$ cat config.mk
export PLATFORM = sky130hd
export DESIGN_NAME = uart_loader
export DESIGN_NICKNAME = d
export VERILOG_FILES = /design/src/rtl/uart_pkg.sv /design/src/rtl/uart_loader.sv
export SDC_FILE = /design/constraint.sdc
export NUM_CORES = 1
export LEC_CHECK = 0
export ABC_AREA = 1
export CORE_MARGIN = 5
export CORE_UTILIZATION = 50
export DETAILED_ROUTE_END_ITERATION = 10
export PLACE_DENSITY = 0.86
export SYNTH_ARGS = -nofsm -noshare
export SYNTH_HDL_FRONTEND = slang
export SYNTH_SLANG_ARGS = --single-unit
export TNS_END_PERCENT = 20
$ cat constraint.sdc
create_clock -name clk_i -period 3.91 [get_ports clk_i]
set_input_delay 0.782 -clock clk_i [delete_from_list [all_inputs] [get_ports clk_i]]
set_output_delay 0.782 -clock clk_i [all_outputs]
set_load 0.02 [all_outputs]
$ cat src/rtl/uart_pkg.sv
// rtl/uart_pkg.sv - shared state, error-code and sync-marker definitions for the UART loader
package uart_pkg;

    typedef enum logic [2:0] {
        ST_IDLE  = 3'd0,
        ST_ADDR  = 3'd1,
        ST_LEN   = 3'd2,
        ST_DATA  = 3'd3,
        ST_WRITE = 3'd4,
        ST_CSUM  = 3'd5
    } state_t;

    typedef enum logic [1:0] {
        ERR_NONE    = 2'b00,
        ERR_CSUM    = 2'b01,
        ERR_ALIGN   = 2'b10,
        ERR_TIMEOUT = 2'b11
    } err_code_t;

    localparam logic [7:0] SYNC_BYTE_DEFAULT = 8'hA5;

endpackage

$ cat src/rtl/uart_loader.sv
// rtl/uart_loader.sv - parses framed bytes from a UART receiver and writes the payload words to memory
module uart_loader
    import uart_pkg::*;
#(
    parameter int         TIMEOUT_CLKS = 1000000,
    parameter logic [7:0] SYNC_BYTE    = SYNC_BYTE_DEFAULT
) (
    input  logic        clk_i,
    input  logic        rst_i,
    output logic        rx_stb_o,
    output logic        rx_cyc_o,
    input  logic [7:0]  rx_data_i,
    input  logic        rx_ack_i,
    output logic        mem_stb_o,
    output logic        mem_cyc_o,
    output logic        mem_we_o,
    output logic [31:0] mem_addr_o,
    output logic [31:0] mem_data_o,
    output logic [3:0]  mem_sel_o,
    input  logic        mem_ack_i,
    output logic        busy_o,
    output logic        done_o,
    output logic        err_o,
    output logic [1:0]  err_code_o
);

    localparam int TW = $clog2(TIMEOUT_CLKS + 1);

    state_t        state_q, state_d;
    err_code_t     code_q, code_d;
    logic          done_q, done_d;
    logic          err_q, err_d;
    logic          rx_stb_q;
    logic [1:0]    byte_cnt_q;
    logic [31:0]   addr_q;
    logic [31:0]   data_q;
    logic [15:0]   words_q;
    logic [7:0]    csum_q;
    logic [TW-1:0] tmo_q;

    logic          byte_ok;
    logic          timed;
    logic          tmo_hit;
    logic [31:0]   addr_next;
    logic [15:0]   len_full;

    assign byte_ok   = rx_stb_q & rx_ack_i;
    assign timed     = (state_q == ST_ADDR) || (state_q == ST_LEN) ||
                       (state_q == ST_DATA) || (state_q == ST_CSUM);
    assign tmo_hit   = timed && !byte_ok && (tmo_q == TW'(TIMEOUT_CLKS - 1));
    // Multi-byte fields arrive LSB first, so each new byte shifts in at the top.
    assign addr_next = {rx_data_i, addr_q[31:8]};
    assign len_full  = {rx_data_i, words_q[15:8]};

    always_ff @(posedge clk_i or posedge rst_i) begin
        if (rst_i) begin
            state_q <= ST_IDLE;
        end else begin
            state_q <= state_d;
        end
    end

    always_comb begin
        state_d = state_q;
        done_d  = 1'b0;
        err_d   = 1'b0;
        code_d  = code_q;
        if (tmo_hit) begin
            state_d = ST_IDLE;
            err_d   = 1'b1;
            code_d  = ERR_TIMEOUT;
        end else begin
            unique case (state_q)
                ST_IDLE: begin
                    if (byte_ok && rx_data_i == SYNC_BYTE) begin
                        state_d = ST_ADDR;
                    end
                end
                ST_ADDR: begin
                    if (byte_ok && byte_cnt_q == 2'd3) begin
                        if (addr_next[1:0] != 2'b00) begin
                            state_d = ST_IDLE;
                            err_d   = 1'b1;
                            code_d  = ERR_ALIGN;
                        end else begin
                            state_d = ST_LEN;
                        end
                    end
                end
                ST_LEN: begin
                    if (byte_ok && byte_cnt_q == 2'd1) begin
                        state_d = (len_full == 16'd0) ? ST_CSUM : ST_DATA;
                    end
                end
                ST_DATA: begin
                    if (byte_ok && byte_cnt_q == 2'd3) begin
                        state_d = ST_WRITE;
                    end
                end
                ST_WRITE: begin
                    if (mem_ack_i) begin
                        state_d = (words_q == 16'd1) ? ST_CSUM : ST_DATA;
                    end
                end
                ST_CSUM: begin
                    if (byte_ok) begin
                        state_d = ST_IDLE;
                        if (rx_data_i == csum_q) begin
                            done_d = 1'b1;
                        end else begin
                            err_d  = 1'b1;
                            code_d = ERR_CSUM;
                        end
                    end
                end
                default: begin
                    state_d = ST_IDLE;
                end
            endcase
        end
    end

    always_ff @(posedge clk_i or posedge rst_i) begin
        if (rst_i) begin
            code_q     <= ERR_NONE;
            done_q     <= 1'b0;
            err_q      <= 1'b0;
            rx_stb_q   <= 1'b0;
            byte_cnt_q <= 2'd0;
            addr_q     <= 32'd0;
            data_q     <= 32'd0;
            words_q    <= 16'd0;
            csum_q     <= 8'd0;
            tmo_q      <= '0;
        end else begin
            code_q <= code_d;
            done_q <= done_d;
            err_q  <= err_d;

            // Strobe drops for at least one cycle after every accepted byte.
            if (byte_ok || tmo_hit) begin
                rx_stb_q <= 1'b0;
            end else if (!rx_stb_q && state_q != ST_WRITE) begin
                rx_stb_q <= 1'b1;
            end

            byte_cnt_q <= (state_d != state_q) ? 2'd0 : byte_cnt_q + {1'b0, byte_ok};
            tmo_q      <= (!timed || byte_ok || tmo_hit) ? '0 : tmo_q + 1'b1;

            if (byte_ok) begin
                unique case (state_q)
                    ST_IDLE: begin
                        csum_q <= 8'd0;
                    end
                    ST_ADDR: begin
                        addr_q <= addr_next;
                        csum_q <= csum_q ^ rx_data_i;
                    end
                    ST_LEN: begin
                        words_q <= len_full;
                        csum_q  <= csum_q ^ rx_data_i;
                    end
                    ST_DATA: begin
                        data_q <= {rx_data_i, data_q[31:8]};
                        csum_q <= csum_q ^ rx_data_i;
                    end
                    default: begin
                    end
                endcase
            end

            if (state_q == ST_WRITE && mem_ack_i) begin
                addr_q  <= addr_q + 32'd4;
                words_q <= words_q - 16'd1;
            end
        end
    end

    assign rx_stb_o   = rx_stb_q;
    assign rx_cyc_o   = rx_stb_q;
    assign mem_stb_o  = (state_q == ST_WRITE);
    assign mem_cyc_o  = (state_q == ST_WRITE);
    assign mem_we_o   = (state_q == ST_WRITE);
    assign mem_sel_o  = {4{state_q == ST_WRITE}};
    assign mem_addr_o = addr_q;
    assign mem_data_o = data_q;
    assign busy_o     = (state_q != ST_IDLE);
    assign done_o     = done_q;
    assign err_o      = err_q;
    assign err_code_o = code_q;

endmodule

* After elaboration in Yosys (flattened, before gate mapping) *
Cells that the tools add are included.

operators by class
  add/subtract/negate cells = 4
  multipliers = 0
  divide/modulo/power cells = 0
  magnitude comparators = 0
  equal/unequal tests = 17
  shifts and indexed selects = 0
  muxes and demuxes = 38
  bitwise operators = 2
  reduce and logical (&&, ||, !) cells = 32

operators by type and width
  kind                     count
  $mux W32                 3
  $mux W16                 3
  $add A32 B3 Y32 const B  1
  $mux W3                  9
  $add A20 B1 Y20 const B  1
  $eq A20 B20 Y1 const B   1
  $mux W20                 1
  $pmux W3 S6              1
  $eq A16 B1 Y1 const B    1
  $logic_not A16 Y1        1
  $pmux W8 S2              1
  $sub A16 B1 Y16 const B  1
  $mux W2                  7
  $reduce_bool A2 Y1       6
  $mux W1                  11
  $ne A3 B3 Y1 const B     3
  $eq A8 B8 Y1             1
  $eq A8 B8 Y1 const B     1
  $reduce_and A2 Y1        4
  $xor A8 B8 Y8            1
  $logic_and A1 B1 Y1      7
  $eq A3 B2 Y1 const B     2
  $eq A3 B3 Y1 const B     2
  $logic_or A1 B1 Y1       6
  14 further kinds         18

storage, ports and cells
  bits in registers = 118
  latch bits = 0
  RAM bits = 0
  bits in read-only memories = 0
  input port bits = 12
  output and inout bits = 78
  word-level logic and storage cells = 104
  memories = 0

* Logic depth before layout (Yosys ltp) *
  depth in word-level cells = 9
  gate-level depth with buffers = 13
  depth with buffers taken out = 13

* Least setup slack after synthesis *
No wires, ideal clock.

  path type = input -> register
  start = input rx_ack_i
  end = register code_q[0], in the netlist err_code_o[0]
  setup time = 0.123 ns
  arrival = 1.733 ns
  required time = 3.787 ns
  slack = 2.054 ns
  stages = 8
  buffers on the path = 0
  cell sequence = nand2_4 inv_1 nor2_1 nand4_2 nand2_1 nor3_2 o21ai_0 nand2_1

between the ends
  cells in the longest elaborated chain, start to end = 6
  elaborated cells on any way between the ends = 12
  classes of those cells = eq/ne (4); mux (1); bitwise (1); reduce/logical (6)

RTL lines
  what                                                         RTL line            text
  from (decl)                                                  uart_loader.sv:13   input logic rx_ack_i,
  $and A1 B1 Y1 *                                              uart_loader.sv:47   assign byte_ok = rx_stb_q & rx_ack_i;
  $logic_not A1 Y1                                             uart_loader.sv:50   assign tmo_hit = timed && !byte_ok && (tmo_q == TW'(TIMEOUT_CLKS - 1));
  $logic_and A1 B1 Y1 (2 in series)                            uart_loader.sv:50
  $ne A3 B3 Y1 (no source line), or another cell as far along  --
  $reduce_and A5 Y1 (no source line)                           --
  to (signal assigned)                                         uart_loader.sv:136  code_q <= code_d;
  to (decl)                                                    uart_loader.sv:30   err_code_t code_q, code_d;

Every way passes the cells marked *; elsewhere a longest branch is shown, timed or not.
A chain may end at the register's enable or synchronous reset.

* Final worst setup path *
  start = input rx_ack_i
  end = register addr_q[24], in the netlist mem_addr_o[24]

between the ends
  cells in the longest elaborated chain, start to end = 3

RTL lines
  what                                 RTL line            text
  $and A1 B1 Y1                        uart_loader.sv:47
  $reduce_bool A2 Y1 (no source line)  --
  $reduce_and A2 Y1 (no source line)   --
  to (signal assigned)                 uart_loader.sv:156  addr_q <= addr_next;
  to (signal assigned)                 uart_loader.sv:173  addr_q <= addr_q + 32'd4;
  to (decl)                            uart_loader.sv:35   logic [31:0] addr_q;

No other way between the ends.

==> summary.md <==
| Metric | Value |
|---|---|
| Status | `finished, final reports clean` |
| Nets@finish | `880` |
| Worst VDD drop | `0.367 mV` |
| TritonCTS clock tree | `yes` |
| Critical path class | `in -> reg` |
| Number of enable flip-flop cells after synthesis | `0` |
| GP Congestion | `0.943` |
| Non-filler cells, final | `1,048` |
| PD cells | `690 nW/µm²` |
| Die Wd | `125 µm` |
| Synthesized area per cell | `8.44 µm²` |
| Vias per cell | `5.66` |
| Sequential-to-total area share from yosys stat | `45.0%` |
| Placed cell area | `around 7500 µm²` |
| Max-slew violation count | `0` |
| Lkg Pwr | `roughly 0.0036 µW` |
| Clock skew | `8.95 ps` |
| WL per Instance | `16.1 µm` |
| Post-synth cell types | `between 40 and 50` |
| Clock latency on the worst-skew pair | `420 ps` |
| Final core utilization | `roughly 64%` |
| CTS Buf Count | `17` |
| Initial Util | `51.6%` |
| Post-route DRC | `0` |
| Min-delay worst type | `reg -> reg` |
| Placed cells | `roughly 1,000` |
| Post-Syn Nets | `795` |
| Largest net degree at the start of global routing | `57` |
| Die area | `~16,000 µm²` |
| H-tree Lvls | `4` |
| Post-synthesis register bit count | `between 100 and 150` |
| Antenna-violating nets left | `0` |
| Startpoint Class | `input pin` |
| Clk slew on worst S/H paths | `~60 ps` |
| Drt total wl | `16,900 µm` |
| Multi-input gate area | `about 3100 µm²` |
| Max Freq | `345 MHz` |
| Minimum clock period | `roughly 2900 ps` |
| Post-route cell area | `just over 8000 µm²` |
| Vias in the first global route | `5,879` |
| Layout area overhead | `23.2%` |
| Ys async rst share | `100%` |
| CP Capture Type | `flop` |
| DR vias | `5,933` |
| Storage cell area | `2950 µm²` |
| N_diodes | `0` |
| Worst Max-Slew Pin Slew | `between 800 and 900 ps` |
| Core area | `12,700 µm²` |
| Row count | `41` |
| Most frequent cells in the layout | `nand2_1, dfrtp_1, clkdlybuf4s50_1, inv_1, nor2_1` |
| Setup violators final | `0` |
| Layout cell share with drive strength beyond 1 | `12.1%` |
| Drt pass-1 iters | `6` |
| I/O Buffers | `89` |
| Worst EP arrival | `about 3200 ps` |
| Die H | `roughly 120 µm` |
| Initial antenna violation count | `0` |
| Ys flop type | `dfrtp_1` |
| GRT Residual Overflow | `0` |
| Slew margin rel. | `roughly two fifths` |
| Critical Path RT | `~4200 ps` |
| Gr usage total | `22.2%` |
| DP HPWL | `11,800 µm` |
| Unrepaired setup endpoints after global routing | `no` |
| Hold Violations, Final | `0` |
| Cts hold-fix bufs | `0` |
| Power Total | `roughly 5600 µW` |
| Post-cts resize count | `0` |
| Post-CTS Setup Bufs | `0` |
| CP max FO | `27` |
| Final worst-path cycle share | `74.1%` |
| Commonest non-fill, non-tap cell in the layout | `nand2_1` |
| Max-Cap Viols | `0` |
| Maximum root-to-sink buffer count | `2` |
| Synth warn | `0` |
| Fillers | `1,066` |
| Post-Syn Area | `between 6000 and 7000 µm²` |
| Ports | `90` |
| Setup tns final | `0 ps` |
| Clk root buf | `clkbuf_16` |
| Cells after Synth | `approximately 780` |
| Clock sinks | `118` |
| Global-route wire length before repair | `about 29,000 µm` |
| DR iter-0 viols | `around 610` |
[critical path, stage by stage]
cell	delay (ps)
clkdlybuf4s50_1	500
nand2_4	160
nor2_2	500
inv_2	360
nand2_1	330
buf_4	280
o22ai_1	80
o21bai_1	180
[per-layer routing]
metal / vias to the layer above / part of all wire (%) / GRT usage, % / routed length (µm)
met2: 277 / 48 / 35.2 / 8060
li1: 2798 / - / - / -
met5: - / 0 / 0 / 0
met4: 0 / 3.1 / 9.80 / 529
met3: 58 / 7.4 / 5.32 / 1250
met1: 2800 / 42 / 29.1 / 7040
[worst paths after layout]
kind | from | slack, ps | endpoint | cells past startpoint
max | rx_ack_i | 1010 | mem_addr_o[24] | 8
min | tmo_q[0] | 500 | tmo_q[0] | 1
max reg2reg | state_q[2] | 1150 | mem_addr_o[24] | 8
min reg2reg | tmo_q[0] | 500 | tmo_q[0] | 1
max in group asynchronous | rst_i | 2220 | mem_data_o[29] | 3
min in group asynchronous | rst_i | 910 | err_code_o[0] | 2
[logic make-up (layout without fill, tap and decap cells)]
kind of cell / count (synthesis) / after routing / share of synthesized area, %
and+or+nand+nor: 342 / 342 / 24.9
AOI/OAI and AO/OA: 130 / 130 / 12.0
buffers and inverters: 126 / 224 / 8.36
DFF: 118 / 118 / 45.0
muxes: 32 / 32 / 5.49
xor gates and xnor gates: 25 / 25 / 3.33
adders and majority gates: 5 / 5 / 0.953
[Yosys cell counts (all sizes together) (2+ instances only)]
cell    instances  area [µm²]
nor3b           3        22.5
clkbuf          3        11.3
dfrtp         118        2950
a41oi           2        17.5
o22ai          10        62.6
o21ai          54         270
o21bai          2        15.0
o311ai          4        35.0
nand2         152         593
nor2           85         390
a22oi           6        45.0
nor3           25         173
mux2           32         360
nor4            9        62.6
buf            25         170
nand4          19         125
inv            98         368
o221ai          5        43.8
nand3b          2        15.0
ha              5        62.6
o211ai         11        82.6
a211oi          4        30.0
a32oi           3        26.3
a21oi          24         120
nand3          46         248
xnor2          10        87.6
o21a            3        22.5
xor2           15         131
[power by group]
group	total (µW)	switching, µW	internal [µW]
clock	1440	568	870
sequential	2020	440	1580
combinational	2120	1250	873
total	5580	2250	3320
[per-stage QoR]
stage	setup slack, ps	hold slack, ps
floorplan	1690	455
global placement	722	485
detailed placement	642	483
CTS	1030	499
global route	867	511
finish	1010	497
[state kept, by name, indices dropped and copies added (netlist names)]
| signal | cells |
|---|---|
| byte_cnt_q | 2 |
| csum_q | 8 |
| done_o | 1 |
| err_code_o | 2 |
| err_o | 1 |
| mem_addr_o | 32 |
| mem_data_o | 32 |
| rx_cyc_o | 1 |
| state_q | 3 |
| tmo_q | 20 |
| words_q | 16 |
[area by class of cell]
type / instances / share of cell area, %
multi-input cells: 534 / 37.9
flip-flops and latches: 118 / 36.5
repair buffers: 94 / 11.6
clock buffers: 20 / 5.40
inverters: 98 / 4.59
well taps: 172 / 2.66
clock inverters: 12 / 1.33
Power figures use the tool's default switching activity.
